==> config.mk <==
export PLATFORM = sky130hd
export DESIGN_NAME = ysyx_24110006_ifu
export DESIGN_NICKNAME = d
export VERILOG_FILES = /design/src/rtl/ysyx_24110006_ifu.sv
export SDC_FILE = /design/constraint.sdc
export NUM_CORES = 1
export LEC_CHECK = 0
export CORE_ASPECT_RATIO = 1.4
export CORE_MARGIN = 8
export CORE_UTILIZATION = 45
export DETAILED_ROUTE_END_ITERATION = 7
export GPL_ROUTABILITY_DRIVEN = 1
export PLACE_DENSITY_LB_ADDON = 0.1
export SLEW_MARGIN = 25
export SYNTH_ARGS = -nofsm -noshare
export SYNTH_HDL_FRONTEND = slang
export SYNTH_SLANG_ARGS = --single-unit
==> constraint.sdc <==
create_clock -name i_clk -period 2.7 [get_ports i_clk]
set_input_delay 0.27 -clock i_clk [delete_from_list [all_inputs] [get_ports i_clk]]
set_output_delay 0.27 -clock i_clk [all_outputs]
set_load 0.05 [all_outputs]
==> src/rtl/ysyx_24110006_ifu.sv <==
`default_nettype none
// ============================================================================
// Module   : ysyx_24110006_ifu
// Purpose  : Multi-cycle instruction fetch unit. It owns the PC, fetches one
//            instruction at a time and waits for retirement before redirecting.
// Revision : 1.0  initial release
// ============================================================================
module ysyx_24110006_ifu #(
    parameter logic [31:0] RESET_PC = 32'h8000_0000,
    parameter int unsigned TIMEOUT  = 255,
    parameter int unsigned CNT_W    = 8
) (
    input  logic        i_clk,
    input  logic        i_rst_n,
    output logic        o_imem_req_valid,
    input  logic        i_imem_req_ready,
    output logic [31:0] o_imem_addr,
    input  logic        i_imem_rsp_valid,
    input  logic [31:0] i_imem_rdata,
    input  logic        i_imem_rsp_err,
    output logic        o_inst_valid,
    input  logic        i_inst_ready,
    output logic [31:0] o_inst,
    output logic [31:0] o_pc,
    output logic        o_fault,
    input  logic        i_wb_valid,
    input  logic        i_jump,
    input  logic [31:0] i_upc,
    output logic [31:0] o_retired
);

    typedef enum logic [2:0] {
        S_IDLE     = 3'd0,
        S_REQ      = 3'd1,
        S_WAIT_RSP = 3'd2,
        S_HOLD     = 3'd3,
        S_WAIT_WB  = 3'd4,
        S_HALT     = 3'd5
    } state_t;

    localparam logic [CNT_W-1:0] C_CNT_LAST = CNT_W'(TIMEOUT - 1);
    localparam logic [CNT_W-1:0] C_CNT_ONE  = CNT_W'(1);

    state_t           state_q;
    logic [31:0]      pc_q;
    logic [31:0]      inst_q;
    logic [31:0]      retired_q;
    logic             fault_q;
    logic [CNT_W-1:0] cnt_q;

    logic [31:0]      pc_d;
    logic             w_misaligned;

    // Bit 0 of the target is always dropped; bit 1 set means a misaligned target.
    assign pc_d         = i_jump ? (i_upc & ~32'd1) : (pc_q + 32'd4);
    assign w_misaligned = i_jump & i_upc[1];

    always_ff @(posedge i_clk or negedge i_rst_n) begin
        if (!i_rst_n) begin
            state_q   <= S_IDLE;
            pc_q      <= RESET_PC;
            inst_q    <= '0;
            retired_q <= '0;
            fault_q   <= 1'b0;
            cnt_q     <= '0;
        end else begin
            case (state_q)
                S_IDLE: state_q <= S_REQ;
                S_REQ: begin
                    if (i_imem_req_ready) begin
                        state_q <= S_WAIT_RSP;
                        cnt_q   <= '0;
                    end
                end
                S_WAIT_RSP: begin
                    cnt_q <= cnt_q + C_CNT_ONE;
                    // A response on the final counted cycle beats the timeout.
                    if (i_imem_rsp_valid) begin
                        if (i_imem_rsp_err) begin
                            fault_q <= 1'b1;
                            state_q <= S_HALT;
                        end else begin
                            inst_q  <= i_imem_rdata;
                            state_q <= S_HOLD;
                        end
                    end else if (cnt_q == C_CNT_LAST) begin
                        fault_q <= 1'b1;
                        state_q <= S_HALT;
                    end
                end
                S_HOLD: begin
                    if (i_inst_ready) begin
                        state_q <= S_WAIT_WB;
                    end
                end
                S_WAIT_WB: begin
                    if (i_wb_valid) begin
                        retired_q <= retired_q + 32'd1;
                        if (w_misaligned) begin
                            fault_q <= 1'b1;
                            state_q <= S_HALT;
                        end else begin
                            pc_q    <= pc_d;
                            state_q <= S_REQ;
                        end
                    end
                end
                default: state_q <= state_q;
            endcase
        end
    end

    assign o_imem_req_valid = (state_q == S_REQ);
    assign o_imem_addr      = pc_q;
    assign o_inst_valid     = (state_q == S_HOLD);
    assign o_inst           = inst_q;
    assign o_pc             = pc_q;
    assign o_fault          = fault_q;
    assign o_retired        = retired_q;

endmodule
`default_nettype wire

==> results by group, run 1 <==
Timing
  • Slew Viols, Final: 0
  • Worst Clk Skew: 11.7 ps
  • Setup TNS: 0 ps
  • Final setup vio count: 0
  • RSZ-0062 raised after global routing: no
  • Worst-Margin Slew: 616 ps
  • Final Hold Vio Count: 0
  • Min cycle time layout: 2350 ps
  • Period utilization: 0.870
  • Peak Freq: roughly 430 MHz
  • Final Worst Setup Slack: 352 ps
  • Slew HR: 0.589

Synth
  • #FFs+latches synth: between 100 and 150
  • Synthesized area: around 5800 um2
  • Seq/Total Area, Yosys: 0.462
  • Area contributors post-synth: dfrtp_1, mux2_2, buf_4
  • Top cell type's share of synthesized area: 0.458
  • Syn Inst Count: 590
  • Largest family of logic cells by synthesized area: simple AND/OR/NAND/NOR gates
  • Top cell type by total area after synthesis: dfrtp_1
  • Post-Synth Adder-Cell Area: 0.00864
  • Yosys warns: 0
  • XOR/XNOR share of the synthesized area: 0.0469
  • Post-synthesis mux area share: 0.0855
  • Avg Cell Area, Syn: 9.82 um2
  • Post-synthesis compound-gate area fraction: 0.119
  • Post-synth cell types: between 50 and 60
  • Simple-gate share of the synthesized area: 0.201
  • Most used DFF post-synth: dfrtp_1
  • EDFF count, synth: 0
  • Ys async rst share: 1.00

Layout
  • Share of cells above drive strength 1: 0.108
  • Design Area, Final: 8070 um2
  • N_diodes: 0
  • Area Growth Syn to Fin: 39.3%
  • Fin cells: 914
  • NumNets Final: 832
  • Post-layout util: 0.636
  • Filler Cell Count: 1092

Setup path
  • Worst Setup Start Kind: flop
  • Worst EP arrival: 2080 ps
  • Worst path required time: approximately 2400 ps
  • Crit end category: output pin
  • Kind of critical path: flop to output pin
  • Critical path peak fanout: 10

Min path
  • Min-Delay Path Class: input port to async pin

Run status
  • Status: finished, final reports clean

Placed design
  • Port-buffer cells: roughly 200
  • Placer Congestion: 0.854
  • Worst slack, placed: 344 ps
  • DPL Wire Length: 12.9 mm
  • Cells after DPL: 897
  • Placed cell areas: 7760 um2

Pwr
  • Maximum vdd drop: 0.470 mV
  • Cell Pwr Density: 839 nW/um2
  • Leakage: 3.31 nW

Detailed routing
  • Total length of routed wires: 16.9 mm
  • Vias per cell: ~5.6
  • 1st-pass router iterations: 6
  • Via count: 5084
  • Routed Antenna Nets: 0
  • DRT iter0 DRCs: 215
  • DRC viols: 0
  • Routed WL per cell: 18.5 um

Clock tree
  • Post-CTS resize count: 0
  • Post CTS Setup Buffer Count: 0
  • TritonCTS clock tree: done
  • Clk slew on worst S/H paths: roughly 80 ps
  • Worst-Skew Late Latency: between 300 and 400 ps
  • Hold buffer count at CTS: 1
  • Root buffer cell: clkbuf_16
  • Clk sink count: 107
  • Clock Tree Buf Depth: 2
  • Num CTS Buffers: 9
  • H-tree depth: 3

Global route
  • First-pass GRT wire length: about 27 mm
  • Gr ovfl total: 0
  • Vias in the first global route: roughly 5300
  • Total GRT Usage: 0.201
  • Pin count of the biggest net entering global routing: 47
  • Initial antenna violation count: 0

Die
  • Die Wd: 112 um
  • I/O pin total: 203
  • Rows: 49
  • Die Y: 150 um
  • Std-Cell Core Area: 12700 um2
  • Die footprint: between 15000 and 20000 um2
  • Initial Util: 0.457

Flow run
  • Max cap viols: 0
## worst paths after layout
| path | startpoint | to | slack (ps) | cells after the start |
|---|---|---|---|---|
| worst max register to register | o_imem_addr[4] | o_imem_addr[31] | 460 | 5 |
| worst min register to register | o_fault | o_fault | 470 | 1 |
| worst min-delay path | i_rst_n | o_inst[6] | 470 | 2 |
| worst max-delay path | state_q[2] | o_imem_req_valid | 350 | 3 |
| min in group i_clk | o_fault | o_fault | 470 | 1 |
| max in group asynchronous | i_rst_n | o_imem_addr[31] | 1450 | 3 |
## metal layers
layer,up-vias,global-route usage,wire length [um]
met4,0,0.0467,189
met5,-,0,0
li1,2428,-,-
met3,9,0.0542,1010
met2,136,0.376,9150
met1,2511,0.222,6580
## cells by family (layout without fill, tap and decap cells)
| group | after synthesis | in the layout |
|---|---|---|
| DFF | 107 | 107 |
| adders and majority gates | 4 | 4 |
| muxes | 45 | 45 |
| AOI/OAI and AO/OA | 110 | 110 |
| and+or+nand+nor | 212 | 212 |
| buffers and inverters | 80 | 250 |
| other | 1 | 2 |
| xor gates and xnor gates | 31 | 31 |
## per-stage QoR
step                      total power [mW]  hold WS [ps]
after floorplan                       4.37         -25.6
after global placement                5.39           307
after detailed placement              5.46           319
after CTS                             6.85           475
after global routing                  7.10           482
final                                 6.77           468
## synthesized netlist by cell type, drive strengths merged, types with 11 or more instances
master    n
o21ai    24
nor3     29
nor2     27
nand2    42
and3     14
xor2     11
inv      18
dfrtp   106
a21oi    34
xnor2    20
o22ai    14
nand3    32
mux2     36
buf      46
clkbuf   16
nand4    25
## state kept, by name (all words and copies together), names as in the netlist
| signal | cells |
|---|---|
| o_imem_addr | 31 |
| state_q | 3 |
| o_fault | 1 |
| o_inst | 32 |
| cnt_q | 8 |
| o_retired | 32 |
## placed cells by master (no fill, tap or decap), types with 16 or more instances in the layout
master / n
a21oi_1: 34
buf_4: 16
clkdlybuf4s50_1: 198
dfrtp_1: 106
inv_1: 18
mux2_2: 36
nand2_1: 42
nand3_1: 29
nand4_1: 25
nor2_1: 27
nor3_1: 29
o21ai_0: 23
xnor2_1: 20
## final cells by class
type	instances	area, um2	area share
multi-input cells	404	2700	0.334
flip-flops and latches	107	2680	0.332
repair buffers	216	2130	0.264
clock buffers	9	225	0.0279
well taps	153	191	0.0237
clock inverters	7	81.3	0.0101
inverters	18	67.6	0.00837
## worst max-delay path, cell delays in order, from the launching register on
cell and delay, ps:
dfrtp_1 480, nand2b_1 220, nor2_1 200, clkdlybuf4s50_1 840
## where the power goes
part           internal (mW)  total (mW)  leakage [nW]  switching, mW
Clock                  0.735        1.36         0.152          0.624
Combinational           1.14        3.13          1.79           1.99
Sequential              1.94        2.29          1.37          0.341
Total                   3.82        6.77          3.31           2.95
Power figures use the tool's default switching activity.
==> run 2, diff against run 1 <==
--- a/config.mk
+++ b/config.mk
@@ -7,9 +7,9 @@
 export LEC_CHECK = 0
 export CORE_ASPECT_RATIO = 1.4
 export CORE_MARGIN = 8
-export CORE_UTILIZATION = 45
+export CORE_UTILIZATION = 46
 export DETAILED_ROUTE_END_ITERATION = 7
-export GPL_ROUTABILITY_DRIVEN = 1
+export MAX_ROUTING_LAYER = met4
 export PLACE_DENSITY_LB_ADDON = 0.1
 export SLEW_MARGIN = 25
 export SYNTH_ARGS = -nofsm -noshare
==> run 2 against run 1 <==
Against the previous run:
- hold slack worse by 100 ps
- cell area hardly changed
- wire length is 1.0% lower
- sequential cell count stayed put
==> results by group, run 2 (synthesized netlist as in run 1, its figures left out) <==
Setup path
  • Crit end category: output pin (unchanged)
  • Slowest CP cell: clkdlybuf4s50_1 (unchanged)
  • Cells on worst reg2reg path: 6 (was 5)
  • Kind of critical path: flop to output pin (unchanged)
  • Cell Chain, Critical Path: nand2b_1 -> nor2_1 -> clkdlybuf4s50_1 (unchanged)
  • FF-to-FF setup slack: 510 ps (was 460 ps)
  • Worst Setup Start Kind: flop (unchanged)
  • Worst EP arrival: 2050 ps (was 2080 ps)
  • FF-to-FF End: o_imem_addr[30] (was o_imem_addr[31])
  • R2r startpoint: o_imem_addr[2] (was o_imem_addr[4])
  • Critical path peak fanout: 10 (unchanged)
  • Slowest stage delay, CP: 840 ps (about the same)
  • Family with the most delay on the worst path: buffers and inverters (unchanged)
  • Bufs and invs on worst path: 1 (unchanged)
  • Worst path required time: 2430 ps (about the same)

Layout
  • NumNets Final: 832 (unchanged)
  • Sequential cell area: 2680 um2 (unchanged)
  • Multi-input gate area: 2700 um2 (unchanged)
  • Post-layout util: 0.655 (was 0.636)
  • Commonest non-fill, non-tap cell in the layout: clkdlybuf4s50_1 (unchanged)
  • Commonest non-fill, non-tap cells in the layout: clkdlybuf4s50_1, dfrtp_1, nand2_1, mux2_2, a21oi_1 (unchanged)
  • Filler Cell Count: 1009 (was 1092)
  • Area Growth Syn to Fin: 39.2% (was 39.3%)
  • Share of cells above drive strength 1: 0.106 (was 0.108)
  • N_diodes: 0 (unchanged)

Pwr
  • Comb pwr share: 0.463 (was 0.462)
  • Psw: 2.93 mW (was 2.95 mW)
  • Power share of the clock group: 0.200 (was 0.201)
  • Leakage: 3.31 nW (about the same)
  • Reg power frac: 0.337 (was 0.338)
  • Maximum vdd drop: 0.365 mV (was 0.470 mV)
  • P_int: 3.83 mW (was 3.82 mW)
  • Cell Pwr Density: 839 nW/um2 (about the same)
  • Sw Share: 0.433 (was 0.436)

Global route
  • Gr ovfl total: 0 (unchanged)
  • Vias in the first global route: 5285 (was 5279)
  • Initial antenna violation count: 0 (unchanged)
  • Total GRT Usage: 0.202 (was 0.201)
  • First-pass GRT wire length: 26.5 mm (was 27.3 mm)
  • Pin count of the biggest net entering global routing: 61 (was 47)

Detailed routing
  • DRC viols: 0 (unchanged)
  • Routed WL per cell: 18.4 um (was 18.5 um)
  • Vias per cell: 5.63 (was 5.56)
  • DRT iter0 DRCs: 265 (was 215)
  • Total length of routed wires: 16.8 mm (was 16.9 mm)
  • Routed Antenna Nets: 0 (unchanged)
  • Via count: 5129 (was 5084)
  • 1st-pass router iterations: 4 (was 6)

Die
  • Die Wd: 111 um (was 112 um)
  • Initial Util: 0.471 (was 0.457)
  • Std-Cell Core Area: 12300 um2 (was 12700 um2)
  • Rows: 48 (was 49)
  • Die Y: 149 um (was 150 um)
  • I/O pin total: 203 (unchanged)
  • Die footprint: 16500 um2 (was 16800 um2)

Flow run
  • Max cap viols: 0 (unchanged)

Run status
  • Status: finished, final reports clean (unchanged)

Timing
  • Slew Viols, Final: 0 (unchanged)
  • Final setup vio count: 0 (unchanged)
  • Worst-Margin Slew: 640 ps (was 616 ps)
  • Peak Freq: 431 MHz (was 426 MHz)
  • Min cycle time layout: 2320 ps (was 2350 ps)
  • Final Hold Vio Count: 0 (unchanged)
  • Setup TNS: 0 ps (unchanged)
  • Slew HR: 0.570 (was 0.589)
  • Worst Clk Skew: 9.38 ps (was 11.7 ps)
  • RSZ-0062 raised after global routing: no (unchanged)
  • WHS: 364 ps (was 468 ps)
  • Period utilization: 0.859 (was 0.870)

Clock tree
  • TritonCTS clock tree: done (unchanged)
  • Post CTS Setup Buffer Count: 0 (unchanged)
  • Worst-Skew Late Latency: 340 ps (about the same)
  • Root buffer cell: clkbuf_16 (unchanged)
  • H-tree depth: 3 (unchanged)
  • Num CTS Buffers: 9 (unchanged)
  • Clock Tree Buf Depth: 2 (unchanged)
  • Clk slew on worst S/H paths: 70 ps (was 80 ps)
  • Hold buffer count at CTS: 1 (unchanged)
  • Clk sink count: 107 (unchanged)
  • Post-CTS resize count: 0 (unchanged)

Placed design
  • DPL Wire Length: 12.6 mm (was 12.9 mm)
  • Port-buffer cells: 199 (unchanged)
  • Placer Congestion: 0.892 (was 0.854)

Min path
  • Min-Delay Path Class: input port to async pin (unchanged)
run 2: cell types whose count changed in the layout (fill, tap and decap cells not counted):
cell,before,now
clkbuf_8,0,1
inv_8,1,0
inv_6,2,1
clkinv_4,2,1
clkinvlp_4,0,1
clkbuf_1,0,1
run 2: power groups by stage:
| stage | Sequential (mW) | Clock (mW) | Combinational [mW] |
|---|---|---|---|
| 2_1_floorplan | 3.30 | 0 | 1.07 |
| 3_3_place_gp | 2.28 | 0 | 3.11 |
| 3_5_place_dp | 2.31 | 0 | 3.15 |
| 5_1_grt | 2.34 | 1.45 | 3.26 |
| 6_report | 2.28 | 1.35 | 3.13 |
| 4_1_cts | 2.28 | 1.38 | 3.16 |
run 2: metal layers:
metal  share of wire  up-vias  track usage
met5               0        -            -
met4          0.0072        0       0.0617
met3           0.053        8       0.0382
met2            0.53      154        0.354
met1            0.41     2529        0.230
li1                -     2438            -
run 2: layout make-up:
| type | instances | area share |
|---|---|---|
| well taps | 150 | 0.0233 |
| clock inverters | 5 | 0.00745 |
| flip-flops and latches | 107 | 0.332 |
| clock buffers | 11 | 0.0301 |
| multi-input cells | 404 | 0.334 |
| inverters | 18 | 0.00838 |
| repair buffers | 216 | 0.264 |
run 2: worst max path at each step:
stage / startpoint / endpoint / depth (start not counted)
floorplan: o_imem_addr[2] / o_imem_addr[30] / 6
global placement: i_wb_valid / o_imem_addr[29] / 6
detailed placement: i_wb_valid / o_imem_addr[16] / 7
CTS: state_q[2] / o_imem_req_valid / 3
global route: state_q[0] / o_imem_req_valid / 3
finish: state_q[2] / o_imem_req_valid / 3
run 2: metrics by stage:
| stage | std cells | cell area [um2] | power (mW) | setup WS [ps] |
|---|---|---|---|---|
| after floorplan | 591 | 5800 | 4.37 | 352 |
| after global placement | 894 | 7750 | 5.39 | 410 |
| after detailed placement | 894 | 7750 | 5.46 | 373 |
| after CTS | 911 | 8070 | 6.82 | 387 |
| after global routing | 911 | 8070 | 7.05 | 340 |
| final | 911 | 8070 | 6.76 | 379 |
run 2: worst reg2reg max path: stages, from the launching register on:
cell and delay (ps):
dfrtp_1 510, ha_1 290, nand3_4 150, or4b_4 580
nor4_4 180, mux2i_1 110, a221o_1 260
==> run 3, diff against run 2 <==
--- a/config.mk
+++ b/config.mk
@@ -11,7 +11,7 @@
 export DETAILED_ROUTE_END_ITERATION = 7
 export MAX_ROUTING_LAYER = met4
 export PLACE_DENSITY_LB_ADDON = 0.1
-export SLEW_MARGIN = 25
+export SLEW_MARGIN = 40
 export SYNTH_ARGS = -nofsm -noshare
 export SYNTH_HDL_FRONTEND = slang
 export SYNTH_SLANG_ARGS = --single-unit
==> results of run 3 <==
The final DEF is identical to that of run 2; final timing and power are the same.
